`config.mk`:
```
export PLATFORM = sky130hd
export DESIGN_NAME = time_set_editor_flat
export DESIGN_NICKNAME = d
export VERILOG_FILES = /design/src/rtl/time_set_editor_pkg.sv /design/src/rtl/time_set_editor_if.sv /design/src/rtl/time_set_editor_field_stepper.sv /design/src/rtl/time_set_editor.sv /design/src/flat_wrapper.sv
export SDC_FILE = /design/constraint.sdc
export NUM_CORES = 1
export LEC_CHECK = 0
export ABC_CLOCK_PERIOD_IN_PS = 6820
export CAP_MARGIN = 10
export CORE_AREA = 2 2 70 121
export CTS_CLUSTER_SIZE = 40
export DETAILED_ROUTE_END_ITERATION = 8
export DIE_AREA = 0 0 72 123
export PLACE_DENSITY_LB_ADDON = 0.05
export SLEW_MARGIN = 20
export SYNTH_ARGS = -nofsm -noshare
export SYNTH_HDL_FRONTEND = slang
export SYNTH_SLANG_ARGS = --single-unit
```
`constraint.sdc`:
```
create_clock -name CLK -period 6.82 [get_ports CLK]
set_clock_uncertainty 0.15 [all_clocks]
set_input_delay 1.705 -clock CLK [delete_from_list [all_inputs] [get_ports CLK]]
set_output_delay 1.705 -clock CLK [all_outputs]
set_load 0.05 [all_outputs]
```
`src/rtl/time_set_editor_pkg.sv`:
```
// Shared definitions for the time-set editor: field codes, limits, FSM states and
// the 18-bit time word layout also used by the clock counter.
package time_set_editor_pkg;

    localparam int unsigned TIME_W     = 18;
    localparam int unsigned FIELD_W    = 6;
    localparam int unsigned HOUR_MAX   = 23;
    localparam int unsigned MINSEC_MAX = 59;

    typedef enum logic [1:0] {
        FLD_HOUR = 2'b00,
        FLD_MIN  = 2'b01,
        FLD_SEC  = 2'b10,
        FLD_NONE = 2'b11
    } field_e;

    typedef enum logic [2:0] {
        ST_IDLE   = 3'd0,
        ST_EDIT_H = 3'd1,
        ST_EDIT_M = 3'd2,
        ST_EDIT_S = 3'd3,
        ST_COMMIT = 3'd4
    } state_e;

    // {1'b0, hour[4:0], min[5:0], sec[5:0]}
    typedef struct packed {
        logic       pad;
        logic [4:0] hour;
        logic [5:0] min;
        logic [5:0] sec;
    } time_t;

    // Out-of-range fields in the running time snapshot load as zero
    function automatic time_t clamp_snapshot(input time_t raw);
        time_t r;
        r.pad  = 1'b0;
        r.hour = (32'(raw.hour) > HOUR_MAX)   ? 5'd0 : raw.hour;
        r.min  = (32'(raw.min)  > MINSEC_MAX) ? 6'd0 : raw.min;
        r.sec  = (32'(raw.sec)  > MINSEC_MAX) ? 6'd0 : raw.sec;
        return r;
    endfunction

endpackage

```
`src/rtl/time_set_editor_if.sv`:
```
// Button inputs, running time and time-set outputs between the button front end,
// the editor and the clock counter.
interface time_set_editor_if;
    import time_set_editor_pkg::*;

    logic [TIME_W-1:0] CUR_TIME;
    logic              BTN_ENTER;
    logic              BTN_NEXT;
    logic              BTN_UP;
    logic              BTN_DOWN;
    logic              BTN_CANCEL;
    logic [TIME_W-1:0] TIME_SETDATA;
    logic              TIME_SET_FLAG;
    logic              EDIT_ACTIVE;
    logic [1:0]        EDIT_FIELD;
    logic              BLINK;

    modport master (
        output CUR_TIME, BTN_ENTER, BTN_NEXT, BTN_UP, BTN_DOWN, BTN_CANCEL,
        input  TIME_SETDATA, TIME_SET_FLAG, EDIT_ACTIVE, EDIT_FIELD, BLINK
    );

    modport slave (
        input  CUR_TIME, BTN_ENTER, BTN_NEXT, BTN_UP, BTN_DOWN, BTN_CANCEL,
        output TIME_SETDATA, TIME_SET_FLAG, EDIT_ACTIVE, EDIT_FIELD, BLINK
    );

endinterface

```
`src/rtl/time_set_editor_field_stepper.sv`:
```
// Single-field up/down step with wrap between 0 and max; up and down together hold.
module field_stepper (
    input  logic [5:0] value_i,
    input  logic [5:0] max_i,
    input  logic       up_i,
    input  logic       down_i,
    output logic [5:0] next_c
);

    always_comb begin
        next_c = value_i;
        if (up_i && !down_i) begin
            next_c = (value_i >= max_i) ? 6'd0 : value_i + 6'd1;
        end else if (down_i && !up_i) begin
            next_c = (value_i == 6'd0) ? max_i : value_i - 6'd1;
        end
    end

endmodule

```
`src/rtl/time_set_editor.sv`:
```
// Button-driven time-set editor: snapshots the running time, edits h/m/s with wrap,
// and presents the result to the clock counter with a held load flag.
module time_set_editor
    import time_set_editor_pkg::*;
#(
    parameter int unsigned COMMIT_HOLD    = 16,
    parameter int unsigned TIMEOUT_CYCLES = 100_000_000,
    parameter int unsigned BLINK_HALF     = 25_000_000
) (
    input  logic             CLK,
    input  logic             RESET,
    time_set_editor_if.slave bus
);

    localparam int unsigned TO_W   = $clog2(TIMEOUT_CYCLES + 1);
    localparam int unsigned HOLD_W = $clog2(COMMIT_HOLD + 1);
    localparam int unsigned BLK_W  = $clog2(BLINK_HALF + 1);

    state_e              state_q, state_d;
    time_t               shadow_q, shadow_d;
    logic                flag_q, flag_d;
    logic                edit_q, edit_d;
    field_e              field_q, field_d;
    logic                blink_q, blink_d;
    logic [TO_W-1:0]     to_q, to_d;
    logic [HOLD_W-1:0]   hold_q, hold_d;
    logic [BLK_W-1:0]    blk_q, blk_d;

    logic                btn_cancel, btn_enter, btn_next, btn_up, btn_down;
    logic                any_press, in_edit, timeout_hit, hold_done;
    logic [FIELD_W-1:0]  step_val, step_max, step_next;

    // Priority decode: CANCEL > ENTER > NEXT > UP/DOWN
    assign btn_cancel  = bus.BTN_CANCEL;
    assign btn_enter   = bus.BTN_ENTER & ~bus.BTN_CANCEL;
    assign btn_next    = bus.BTN_NEXT & ~bus.BTN_CANCEL & ~bus.BTN_ENTER;
    assign btn_up      = bus.BTN_UP & ~bus.BTN_CANCEL & ~bus.BTN_ENTER & ~bus.BTN_NEXT;
    assign btn_down    = bus.BTN_DOWN & ~bus.BTN_CANCEL & ~bus.BTN_ENTER & ~bus.BTN_NEXT;
    assign any_press   = |{bus.BTN_CANCEL, bus.BTN_ENTER, bus.BTN_NEXT, bus.BTN_UP, bus.BTN_DOWN};

    assign in_edit     = (state_q == ST_EDIT_H) || (state_q == ST_EDIT_M) || (state_q == ST_EDIT_S);
    assign timeout_hit = !any_press && (to_q == TO_W'(TIMEOUT_CYCLES - 1));
    assign hold_done   = (hold_q == HOLD_W'(COMMIT_HOLD - 1));

    // Route the selected field through the single shared stepper
    always_comb begin
        step_val = shadow_q.sec;
        step_max = FIELD_W'(MINSEC_MAX);
        case (state_q)
            ST_EDIT_H: begin
                step_val = {1'b0, shadow_q.hour};
                step_max = FIELD_W'(HOUR_MAX);
            end
            ST_EDIT_M: step_val = shadow_q.min;
            default:   ;
        endcase
    end

    field_stepper u_step (
        .value_i (step_val),
        .max_i   (step_max),
        .up_i    (btn_up & in_edit),
        .down_i  (btn_down & in_edit),
        .next_c  (step_next)
    );

    always_ff @(posedge CLK) begin
        if (RESET) begin
            state_q  <= ST_IDLE;
            shadow_q <= '0;
            flag_q   <= 1'b0;
            edit_q   <= 1'b0;
            field_q  <= FLD_NONE;
            blink_q  <= 1'b0;
            to_q     <= '0;
            hold_q   <= '0;
            blk_q    <= '0;
        end else begin
            state_q  <= state_d;
            shadow_q <= shadow_d;
            flag_q   <= flag_d;
            edit_q   <= edit_d;
            field_q  <= field_d;
            blink_q  <= blink_d;
            to_q     <= to_d;
            hold_q   <= hold_d;
            blk_q    <= blk_d;
        end
    end

    always_comb begin
        state_d = state_q;
        case (state_q)
            ST_IDLE: if (btn_enter) state_d = ST_EDIT_H;
            ST_EDIT_H, ST_EDIT_M, ST_EDIT_S: begin
                if (btn_cancel) begin
                    state_d = ST_IDLE;
                end else if (btn_enter) begin
                    state_d = ST_COMMIT;
                end else if (btn_next) begin
                    state_d = (state_q == ST_EDIT_H) ? ST_EDIT_M :
                              (state_q == ST_EDIT_M) ? ST_EDIT_S : ST_EDIT_H;
                end else if (timeout_hit) begin
                    state_d = ST_IDLE;
                end
            end
            ST_COMMIT: if (hold_done) state_d = ST_IDLE;
            default:   state_d = ST_IDLE;
        endcase
    end

    // Shadow, counters and next values of the registered outputs
    always_comb begin
        shadow_d = shadow_q;
        flag_d   = 1'b0;
        edit_d   = 1'b0;
        field_d  = FLD_NONE;
        blink_d  = 1'b0;
        to_d     = '0;
        hold_d   = '0;
        blk_d    = '0;

        if (state_q == ST_IDLE && btn_enter) begin
            shadow_d = clamp_snapshot(time_t'(bus.CUR_TIME));
        end else begin
            case (state_q)
                ST_EDIT_H: shadow_d.hour = step_next[4:0];
                ST_EDIT_M: shadow_d.min  = step_next;
                ST_EDIT_S: shadow_d.sec  = step_next;
                default:   ;
            endcase
        end

        case (state_d)
            ST_EDIT_H, ST_EDIT_M, ST_EDIT_S: begin
                edit_d  = 1'b1;
                field_d = (state_d == ST_EDIT_H) ? FLD_HOUR :
                          (state_d == ST_EDIT_M) ? FLD_MIN : FLD_SEC;
                to_d    = any_press ? '0 : to_q + TO_W'(1);
                if (state_d == ST_EDIT_H && state_q != ST_EDIT_H) begin
                    blink_d = 1'b1;
                    blk_d   = '0;
                end else if (blk_q == BLK_W'(BLINK_HALF - 1)) begin
                    blink_d = ~blink_q;
                    blk_d   = '0;
                end else begin
                    blink_d = blink_q;
                    blk_d   = blk_q + BLK_W'(1);
                end
            end
            ST_COMMIT: begin
                flag_d = 1'b1;
                hold_d = (state_q == ST_COMMIT) ? hold_q + HOLD_W'(1) : '0;
            end
            default: ;
        endcase
    end

    assign bus.TIME_SETDATA  = shadow_q;
    assign bus.TIME_SET_FLAG = flag_q;
    assign bus.EDIT_ACTIVE   = edit_q;
    assign bus.EDIT_FIELD    = field_q;
    assign bus.BLINK         = blink_q;

endmodule
```
`src/flat_wrapper.sv`:
```
// flat-port wrapper written by rule: the top's interface ports become plain ports
module time_set_editor_flat import time_set_editor_pkg::*;
#(
    parameter int unsigned COMMIT_HOLD    = 16,
    parameter int unsigned TIMEOUT_CYCLES = 100_000_000,
    parameter int unsigned BLINK_HALF     = 25_000_000
)
  (CLK, RESET, bus_CUR_TIME, bus_BTN_ENTER, bus_BTN_NEXT, bus_BTN_UP, bus_BTN_DOWN, bus_BTN_CANCEL, bus_TIME_SETDATA, bus_TIME_SET_FLAG, bus_EDIT_ACTIVE, bus_EDIT_FIELD, bus_BLINK);
  time_set_editor_if bus_i ();
  input  logic CLK;
  input  logic RESET;
  input wire logic [$bits(bus_i.CUR_TIME)-1:0] bus_CUR_TIME;
  input wire logic [$bits(bus_i.BTN_ENTER)-1:0] bus_BTN_ENTER;
  input wire logic [$bits(bus_i.BTN_NEXT)-1:0] bus_BTN_NEXT;
  input wire logic [$bits(bus_i.BTN_UP)-1:0] bus_BTN_UP;
  input wire logic [$bits(bus_i.BTN_DOWN)-1:0] bus_BTN_DOWN;
  input wire logic [$bits(bus_i.BTN_CANCEL)-1:0] bus_BTN_CANCEL;
  output wire logic [$bits(bus_i.TIME_SETDATA)-1:0] bus_TIME_SETDATA;
  output wire logic [$bits(bus_i.TIME_SET_FLAG)-1:0] bus_TIME_SET_FLAG;
  output wire logic [$bits(bus_i.EDIT_ACTIVE)-1:0] bus_EDIT_ACTIVE;
  output wire logic [$bits(bus_i.EDIT_FIELD)-1:0] bus_EDIT_FIELD;
  output wire logic [$bits(bus_i.BLINK)-1:0] bus_BLINK;
  assign bus_i.CUR_TIME = bus_CUR_TIME;
  assign bus_i.BTN_ENTER = bus_BTN_ENTER;
  assign bus_i.BTN_NEXT = bus_BTN_NEXT;
  assign bus_i.BTN_UP = bus_BTN_UP;
  assign bus_i.BTN_DOWN = bus_BTN_DOWN;
  assign bus_i.BTN_CANCEL = bus_BTN_CANCEL;
  assign bus_TIME_SETDATA = bus_i.TIME_SETDATA;
  assign bus_TIME_SET_FLAG = bus_i.TIME_SET_FLAG;
  assign bus_EDIT_ACTIVE = bus_i.EDIT_ACTIVE;
  assign bus_EDIT_FIELD = bus_i.EDIT_FIELD;
  assign bus_BLINK = bus_i.BLINK;
  time_set_editor #(.COMMIT_HOLD(COMMIT_HOLD), .TIMEOUT_CYCLES(TIMEOUT_CYCLES), .BLINK_HALF(BLINK_HALF)) u_core (.CLK(CLK), .RESET(RESET), .bus(bus_i));
endmodule
```
==> results.md, run 1 <==
- Root Buffer Master: clkbuf_16
- Cell accounting for the most synthesized area: dfxtp_1
- Die width: 72 um
- CTS Buf Count: 9
- Share of layout cells above drive strength 1: 0.0801
- First-pass GRT wire length: 16,300 um
- Post-DP HPWL: 7180 um
- GRT Total Usage: 0.235
- Worst Path Class, Setup: in2reg
- Nets: 568
- Cell area power density: 226 mW/mm^2
- WP data required: 6870 ps
- Seq cells post-synth: 82
- Gp weighted congestion: 0.896
- Cells after synthesis: 492
- Number of synthesized flops with an enable pin: 0
- Clk slew on worst S/H paths: 60 ps
- Initial Util: 0.532
- Number of global-route vias before repair: 3,480
- Setup TNS Final: 0 ps
- Post-synthesis net count: 527
- Resized cells post-CTS: 0
- Antenna violations before repair: 0
- Io pins: 48
- Max_slew headroom: 0.275
- CP arrival: 4540 ps
- Grt total ovfl: 0
- Vias per Instance: 5.74
- Core Rows: 43
- Critical Path Fanout Max: 17
- Number of remaining DRC errors: 0
- Most common cell in the netlist: nor2_1
- Sequential share of the synthesized area: 0.390
- Leak: 1.71 nW
- List of most frequent post-synthesis cells: nor2_1 (94), dfxtp_1 (82), nand2_1 (42)
- Clock H-tree levels: 3
- Post-route minimum period: 4500 ps
- Syn Area/Cell: 8.54 um^2
- Final period util: 0.659
- DR vias: 3,597
- Slew @ Worst Pin: 1090 ps
- Fmax: 0.222 GHz
- Core area: 0.00791 mm^2
- Hold Crit Class: reg2reg
- I/O Buffers: 45
- Largest net degree at the start of global routing: 27
- Die span in y: 123 um
- Worst hold path depth: 1
- Hold WS: 297 ps
- Avg WL per Cell: 15.5 um
- Final WL: 9730 um
- Yosys cell types: 67
- Clk sink count: 82
- CP Launch Type: input port
- Area grow syn2layout: 18.4%
- Ys async rst share: 0
- CTS tree: yes
- Top_reg_cell synth: dfxtp_1
- RSZ-0062 raised after global routing: false
- Hold Vio Cnt, Final: 0
- Outcome: finished clean
- Pre-antenna DRT Iters: 4
- Synthesized area: 0.00420 mm^2
- Largest cells by area after synthesis: dfxtp_1 (39%), nor2_1 (8.4%), xor2_1 (5.6%)
- Worst reg2reg path depth: 12
- CTS max path bufs: 2
- Post-CTS Setup Bufs: 0
- Final ANT Viol Nets: 0
- YS warnings: 0
- Number of antenna diodes: 0
- Initial detailed-routing violation count: 278
- Die Area: 0.00886 mm^2
- Final number of setup-violating endpoints: 0
- VDD IR-drop max: 0.165 mV
- CTS Hold Buffers Added: 0
- Yosys top cell area share: 0.390
- Worst setup EP type: flip-flop
- Max Cap Viol: 0
- Clk_lat worst skew: 340 ps
- Pins Over Slew Limit: 0
## routing by layer
layer  routed length, um  part of all wire  GRT usage
met4                 127             0.013     0.0967
met3                 324             0.033     0.0407
met5                   0                 0          0
met1                4020              0.41      0.275
met2                5260              0.54      0.418
## cell type report
cell class | instances | area [um^2]
Clock buffer | 11 | 243
Clock inverter | 4 | 51.3
Fill cell | 727 | 2930
Inverter | 17 | 63.8
Multi-Input combinational cell | 377 | 2400
Sequential cell | 82 | 1640
Tap cell | 90 | 113
Timing Repair Buffer | 46 | 465
## state kept, by name, indices dropped and copies added (netlist names)
register and flops:
u_core.to_q 27, u_core.bus.EDIT_ACTIVE 1, u_core.hold_q 5, u_core.state_q 3
u_core.bus.BLINK 1, u_core.bus.TIME_SETDATA 17, u_core.blk_q 25, u_core.bus.TIME_SET_FLAG 1
u_core.bus.EDIT_FIELD 2
## where the power goes
part | total [mW] | leakage, nW | internal (mW) | switching, mW
Combinational | 0.148 | 0.899 | 0.0558 | 0.0920
Sequential | 0.500 | 0.664 | 0.489 | 0.0111
Clock | 0.480 | 0.142 | 0.292 | 0.188
Total | 1.13 | 1.71 | 0.837 | 0.291
## stage by stage
step / instances / area [um^2] / util / setup slack (ps) / power (mW)
after global placement: 611 / 4670 / 0.590 / 1920 / 0.656
after CTS: 626 / 4960 / 0.628 / 2150 / 1.14
after global routing: 627 / 4980 / 0.629 / 2000 / 1.17
final: 627 / 4980 / 0.629 / 2320 / 1.13
after floorplan: 492 / 4200 / - / 3180 / 0.607
after detailed placement: 611 / 4670 / 0.590 / 1760 / 0.657
## critical path: stages
cell and delay [ps]:
clkdlybuf4s50_1 520, nor3_1 400, nand4_1 180, o311ai_0 320
a21bo_2 230, nor2_1 60, a31oi_2 460, or2_1 550
nor2_1 120
## cells by family after synthesis
| kind of cell | share of synthesized area |
|---|---|
| adders and majority gates | 0.0298 |
| xor gates and xnor gates | 0.110 |
| AOI/OAI and AO/OA | 0.149 |
| buffers and inverters | 0.0384 |
| and+or+nand+nor | 0.278 |
| other | 0.000892 |
| DFF | 0.390 |
| muxes | 0.00268 |
## worst paths after layout
path                          start                    endpoint  slack [ps]
setup / recovery       bus_BTN_NEXT            u_core.blk_q[12]        2320
setup reg to reg  u_core.state_q[0]  u_core.bus.TIME_SETDATA[2]        2960
hold reg to reg    u_core.hold_q[0]            u_core.hold_q[0]         300
hold / removal     u_core.hold_q[0]            u_core.hold_q[0]         300
## layout by cell type, fill, tap and decap left out, drive strengths merged, types with 10 or more instances in the layout
| cell | synthesis | final |
|---|---|---|
| nand2 | 42 | 42 |
| xnor2 | 26 | 26 |
| o21ai | 10 | 10 |
| dfxtp | 82 | 82 |
| clkdlybuf4s50 | 0 | 45 |
| a21oi | 16 | 16 |
| clkbuf | 6 | 11 |
| xor2 | 27 | 27 |
| and3 | 16 | 16 |
| nand3 | 26 | 26 |
| nor3 | 11 | 11 |
| inv | 17 | 18 |
| nor2 | 95 | 95 |
| ha | 10 | 10 |
No activity file was read; power rests on OpenSTA's default activity.
==> run 2, diff against run 1 <==
- ABC_CLOCK_PERIOD_IN_PS: 6820 -> 4100
- CORE_AREA: 2 2 70 121 -> 2 2 72 126
- DIE_AREA: 0 0 72 123 -> 0 0 74 128
- clock period: 6.82 -> 4.1 ns (I/O delays scaled with it)
==> run 2 against run 1 <==
  * Flip-flop and latch count stayed put
  * Combinational power increased by 74%
  * Via count increased by 2.6%
  * Final cell count up 5.7%
  * Global-route usage down 0.18 points
  * Clock-buffer cell count did not move
  * Hold slack worse by 0.58 ps
  * Non-clock buffer count rose by 10
  * Clock power rose by 76%
  * Final area increased by 2.3%
  * Sequential power increased by 67%
  * Register-to-register slack got worse by 2600 ps
==> results.md, run 2 (synthesized netlist as in run 1, its figures left out) <==
- Number of remaining DRC errors: 0 (unchanged)
- Finished Layout Cells: 663 (+5.7%)
- Hold Crit Class: reg2reg
- Cell area power density: 380 mW/mm^2 (+68%)
- Clk_lat worst skew: 330 ps (about the same)
- Hold Vio Cnt, Final: 0 (unchanged)
- Final ANT Viol Nets: 0 (unchanged)
- Setup ws final: 394 ps (-1930 ps)
- CTS Buf Count: 9 (unchanged)
- Pins Over Slew Limit: 0 (unchanged)
- Outcome: finished clean
- Max reg flops: 27 (unchanged)
- Die Area: 0.00947 mm^2 (+7.0%)
- Largest net degree at the start of global routing: 27 (unchanged)
- Worst setup EP type: flip-flop
- Top Layer Used: met4
- Metal1 wirelength: 3840 um (-4.4%)
- Post-DP HPWL: 7960 um (+11%)
- Worst r2r src: u_core.state_q[0]
- Nets: 578 (+1.8%)
- Die width: 74 um (+2.8%)
- Worst hold path depth: 1 (unchanged)
- Pre-antenna DRT Iters: 4 (unchanged)
- Most frequent cells in the layout: nor2_1 (94), dfxtp_1 (82), clkdlybuf4s50_1 (45), nand2_1 (42), xor2_1 (27)
- Root Buffer Master: clkbuf_16
- Metal2 WL: 5720 um (+8.7%)
- CP Cell Sequence: nor3b_4, inv_2, o221a_2, ha_1, a21oi_1, nor2b_1, o21ai_0, o211a_4, o21ai_1, a221oi_2, o31ai_1, a311oi_1
- Dpl ws: 372 ps (-1390 ps)
- Fmax: 0.270 GHz
- Leak: 1.76 nW (+3.2%)
- Antenna violations before repair: 0 (unchanged)
- CTS Hold Buffers Added: 0 (unchanged)
- Initial detailed-routing violation count: 227 (-18%)
- Number of global-route vias before repair: 3,474 (-0.17%)
- Initial Util: 0.494 (-0.0371)
- Clk sink count: 82 (unchanged)
- Metal3 WL: 468 um (+44%)
- Post-CTS Setup Bufs: 0 (unchanged)
- Final number of setup-violating endpoints: 0 (unchanged)
- Number of antenna diodes: 0 (unchanged)
- Delay-heaviest family, CP: compound AO/OA/AOI/OAI gates
- Critical Path Fanout Max: 13 (-4)
- Worst reg2reg path depth: 12 (unchanged)
- HP Start: u_core.hold_q[0]
- CTS tree: yes
- Area grow syn2layout: 21.2%
- Most common cell after layout, fill and taps aside: nor2_1
- CP arrival: 3800 ps (-740 ps)
- Resized cells post-CTS: 0 (unchanged)
- Die span in y: 128 um (+4.1%)
- GRT Total Usage: 0.233 (-0.00177)
- Final WL: 10,400 um (+7.3%)
- Core area: 0.00850 mm^2 (+7.5%)
- First-pass GRT wire length: 16,800 um (+3.0%)
- Total power: 1.94 mW (+72%)
- VDD IR-drop max: 0.281 mV (+71%)
- Gp weighted congestion: 0.823 (-8.2%)
- Max_slew headroom: 0.483 (+0.209)
- Vias per Instance: 5.56 (-3.0%)
- Avg WL per Cell: 15.7 um (+1.4%)
- DR vias: 3,689 (+2.6%)
- Post-route minimum period: 3710 ps
- Grt total ovfl: 0 (unchanged)
- Core Rows: 45 (+4.7%)
- Max Cap Viol: 0 (unchanged)
- Crit-path slowest cell: dfxtp_1
- Largest stage delay, worst path: 680 ps (+130 ps)
- RSZ-0062 raised after global routing: false
- Worst Path Class, Setup: reg2reg
- WP data required: 4200 ps (-2670 ps)
- Io pins: 48 (unchanged)
- I/O Buffers: 45 (unchanged)
- Buffers & Inverters on Critical Path: 1 (unchanged)
- Slew @ Worst Pin: 769 ps (-320 ps)
- Clk slew on worst S/H paths: 60 ps (about the same)
- Worst reg-to-reg setup slack: 390 ps (-2570 ps)
- Share of layout cells above drive strength 1: 0.0952 (+0.0152)
- Largest register by flop count: u_core.to_q
- CP Launch Type: flip-flop
- Final period util: 0.904
- Placed Instances: 649 (+6.2%)
- Setup TNS Final: 0 ps (unchanged)
- Reg-to-Reg End: u_core.bus.TIME_SETDATA[2]
- Clock H-tree levels: 3 (unchanged)
- CTS max path bufs: 2 (unchanged)
- WHS Endpoint: u_core.hold_q[0]
[run 2: changes by cell type in the layout (fill, tap and decap cells not counted)]
cell / delta
buf_8: -1
clkinvlp_4: -1
buf_4: +11
bufinv_16: +1
inv_6: -1
[run 2: per-layer routing]
layer,vias up,global-route usage
met4,0,0.113
met3,25,0.0495
met2,99,0.428
met1,1744,0.241
li1,1821,-
met5,-,0
[run 2: layout make-up]
type,count,area [um^2]
inverter,17,63.8
multi-input combinational,377,2400
timing repair buffer,56,533
clock buffer,11,243
tap,117,146
sequential,82,1640
clock inverter,3,65.1
fill,786,3410
[run 2: worst max-delay path by stage]
stage / startpoint / to / slack, ps / cells past startpoint
after global routing: u_core.state_q[0] / u_core.bus.TIME_SETDATA[2] / 200 / 12
after detailed placement: bus_BTN_ENTER / u_core.bus.TIME_SETDATA[2] / 370 / 8
after floorplan: bus_BTN_DOWN / u_core.blk_q[11] / 1140 / 10
final: u_core.state_q[0] / u_core.bus.TIME_SETDATA[2] / 390 / 12
after CTS: u_core.state_q[0] / u_core.bus.TIME_SETDATA[2] / 390 / 11
after global placement: bus_BTN_ENTER / u_core.bus.TIME_SETDATA[2] / 420 / 8
[run 2: per-stage QoR]
| stage | hold WS, ps | utilization | area, um^2 |
|---|---|---|---|
| floorplan | 268 | - | 4200 |
| global placement | 278 | 0.563 | 4790 |
| detailed placement | 287 | 0.563 | 4790 |
| CTS | 299 | 0.599 | 5090 |
| global route | 321 | 0.599 | 5090 |
| finish | 296 | 0.599 | 5090 |
[run 2: power breakdown]
part | internal [mW] | switching (mW) | leakage [nW]
clock | 0.542 | 0.304 | 0.151
combinational | 0.0984 | 0.159 | 0.944
sequential | 0.813 | 0.0206 | 0.664
total | 1.45 | 0.484 | 1.76
==> run 3, diff against run 2 <==
- SETUP_SLACK_MARGIN: default -> 0.4
==> run 3 against run 2 <==
  * Non-clock buffer count unchanged
  * Register-to-register slack improved by 180 ps
  * Utilization increased by 0.074 points
  * Via count about the same
  * Highest routed layer unchanged
  * Final area increased by 0.12%
  * Largest power group unchanged
  * Routed wire length increased by 0.11%
==> results.md, run 3 (synthesized netlist as in run 1, its figures left out) <==
- Placed Area: 0.00479 mm^2 (unchanged)
- Area grow syn2layout: 21.3%
- Max reg flops: 27 (unchanged)
- Die span in y: 128 um (unchanged)
- CP Launch Type: flip-flop
- Grt total ovfl: 0 (unchanged)
- Io pins: 48 (unchanged)
- Clk slew on worst S/H paths: 60 ps (about the same)
- Number of global-route vias before repair: 3,474 (unchanged)
- Largest net degree at the start of global routing: 27 (unchanged)
- Fin area: 0.00510 mm^2 (+0.12%)
- Worst Path Class, Setup: reg2reg
- Leak: 1.76 nW (about the same)
- RSZ-0062 raised after global routing: false
- Final period util: 0.859 (-0.0446)
- Share of layout cells above drive strength 1: 0.0989 (+0.00366)
- WP data required: 4200 ps (about the same)
- VDD IR-drop max: 0.281 mV (about the same)
- Initial detailed-routing violation count: 208 (-8.4%)
- Max Cap Viol: 0 (unchanged)
- Worst hold path depth: 1 (unchanged)
- Hold Crit Class: reg2reg
- Die Area: 0.00947 mm^2 (unchanged)
- Fill count: 784 (-0.25%)
- Max_slew headroom: 0.522 (+0.0386)
- Number of remaining DRC errors: 0 (unchanged)
- CTS Buf Count: 9 (unchanged)
- Clk sink count: 82 (unchanged)
- Worst reg2reg path depth: 12 (unchanged)
- Core area: 0.00850 mm^2 (unchanged)
- Core Rows: 45 (unchanged)
- Pins Over Slew Limit: 0 (unchanged)
- Final WL: 10,400 um (+0.11%)
- Finished Layout Cells: 663 (unchanged)
- First-pass GRT wire length: 16,800 um (unchanged)
- GRT Total Usage: 0.233 (unchanged)
- Setup TNS Final: 0 ps (unchanged)
- Clk_lat worst skew: 330 ps (about the same)
- CTS tree: yes
- Hold Vio Cnt, Final: 0 (unchanged)
- I/O Buffers: 45 (unchanged)
- Setup ws final: 577 ps (+183 ps)
- Pre-antenna DRT Iters: 4 (unchanged)
- Placed Instances: 649 (unchanged)
- Gp weighted congestion: 0.823 (unchanged)
- CTS max path bufs: 2 (unchanged)
- CP arrival: 3620 ps (-180 ps)
- DR vias: 3,688 (-0.027%)
- Post-DP HPWL: 7960 um (unchanged)
- Most common cell after layout, fill and taps aside: nor2_1
- Outcome: finished clean
- Avg WL per Cell: 15.8 um (+0.11%)
- Vias per Instance: 5.56 (about the same)
- Final ANT Viol Nets: 0 (unchanged)
- Critical Path Fanout Max: 14 (+1)
- Nets: 578 (unchanged)
- Initial Util: 0.494 (unchanged)
- Cell area power density: 380 mW/mm^2 (about the same)
- Post-route minimum period: 3520 ps (-183 ps)
- Dpl ws: 372 ps (unchanged)
- Die width: 74 um (unchanged)
- Worst setup EP type: flip-flop
- Post-layout util: 0.600 (+0.000736)
- Fmax: 0.284 GHz (+5.2%)
- Clock H-tree levels: 3 (unchanged)
- Largest register by flop count: u_core.to_q
- Root Buffer Master: clkbuf_16
- Number of antenna diodes: 0 (unchanged)
- Slew @ Worst Pin: 716 ps (-52.3 ps)
- Final number of setup-violating endpoints: 0 (unchanged)
- CTS Hold Buffers Added: 0 (unchanged)
- Antenna violations before repair: 0 (unchanged)
- Most frequent cells in the layout: nor2_1 (94), dfxtp_1 (81), clkdlybuf4s50_1 (45), nand2_1 (42), xor2_1 (27)
==> run 3: cell counts in the layout (fill, tap and decap cells not counted) <==
No cell type changed its count.
==> run 3: routing by layer <==
layer	routed length, um	global-route usage
met3	484	0.0495
met1	3840	0.241
met4	408	0.113
met5	0	0
met2	5710	0.428
==> run 3: path summary, 6_finish.rpt <==
| path | endpoint | slack (ps) | start |
|---|---|---|---|
| hold / removal | u_core.hold_q[0] | 300 | u_core.hold_q[0] |
| setup reg to reg | u_core.bus.TIME_SETDATA[2] | 580 | u_core.state_q[1] |
| hold reg to reg | u_core.hold_q[0] | 300 | u_core.hold_q[0] |
| setup / recovery | u_core.bus.TIME_SETDATA[2] | 580 | u_core.state_q[1] |
==> run 3: area by class of cell <==
type	count	area (um^2)	share of cell area
clock buffer	11	243	0.0476
multi-input combinational	377	2410	0.472
inverter	17	63.8	0.0125
sequential	82	1640	0.322
tap	117	146	0.0287
clock inverter	3	65.1	0.0128
timing repair buffer	56	533	0.105
==> run 3: repair_timing <==
action / in CTS / in global routing
setup endpoints to repair: 2 / 4
setup buffers: 0 / 0
gates resized for setup: 1 / 1
==> run 3: through the flow <==
| stage | hold WS, ps | power (mW) |
|---|---|---|
| 6_report | 296 | 1.94 |
| 5_1_grt | 321 | 2.01 |
| 4_1_cts | 299 | 1.96 |
| 3_5_place_dp | 287 | 1.11 |
| 3_3_place_gp | 278 | 1.10 |
| 2_1_floorplan | 268 | 1.01 |
==> run 3: critical path: stages, from the launching register on <==
cell and delay, ps:
dfxtp_1 540, nor3b_4 530, inv_2 160, o221a_2 320, ha_1 260, a21oi_1 170, nor2b_1 60, o21ai_0 200
o211a_4 240, o21ai_1 90, a221oi_2 260, o31ai_2 180, a311oi_1 280
==> run 3: where the power goes <==
part / switching, mW / internal (mW)
registers: 0.0206 / 0.813
logic: 0.159 / 0.0988
clock network: 0.304 / 0.542
total: 0.484 / 1.45
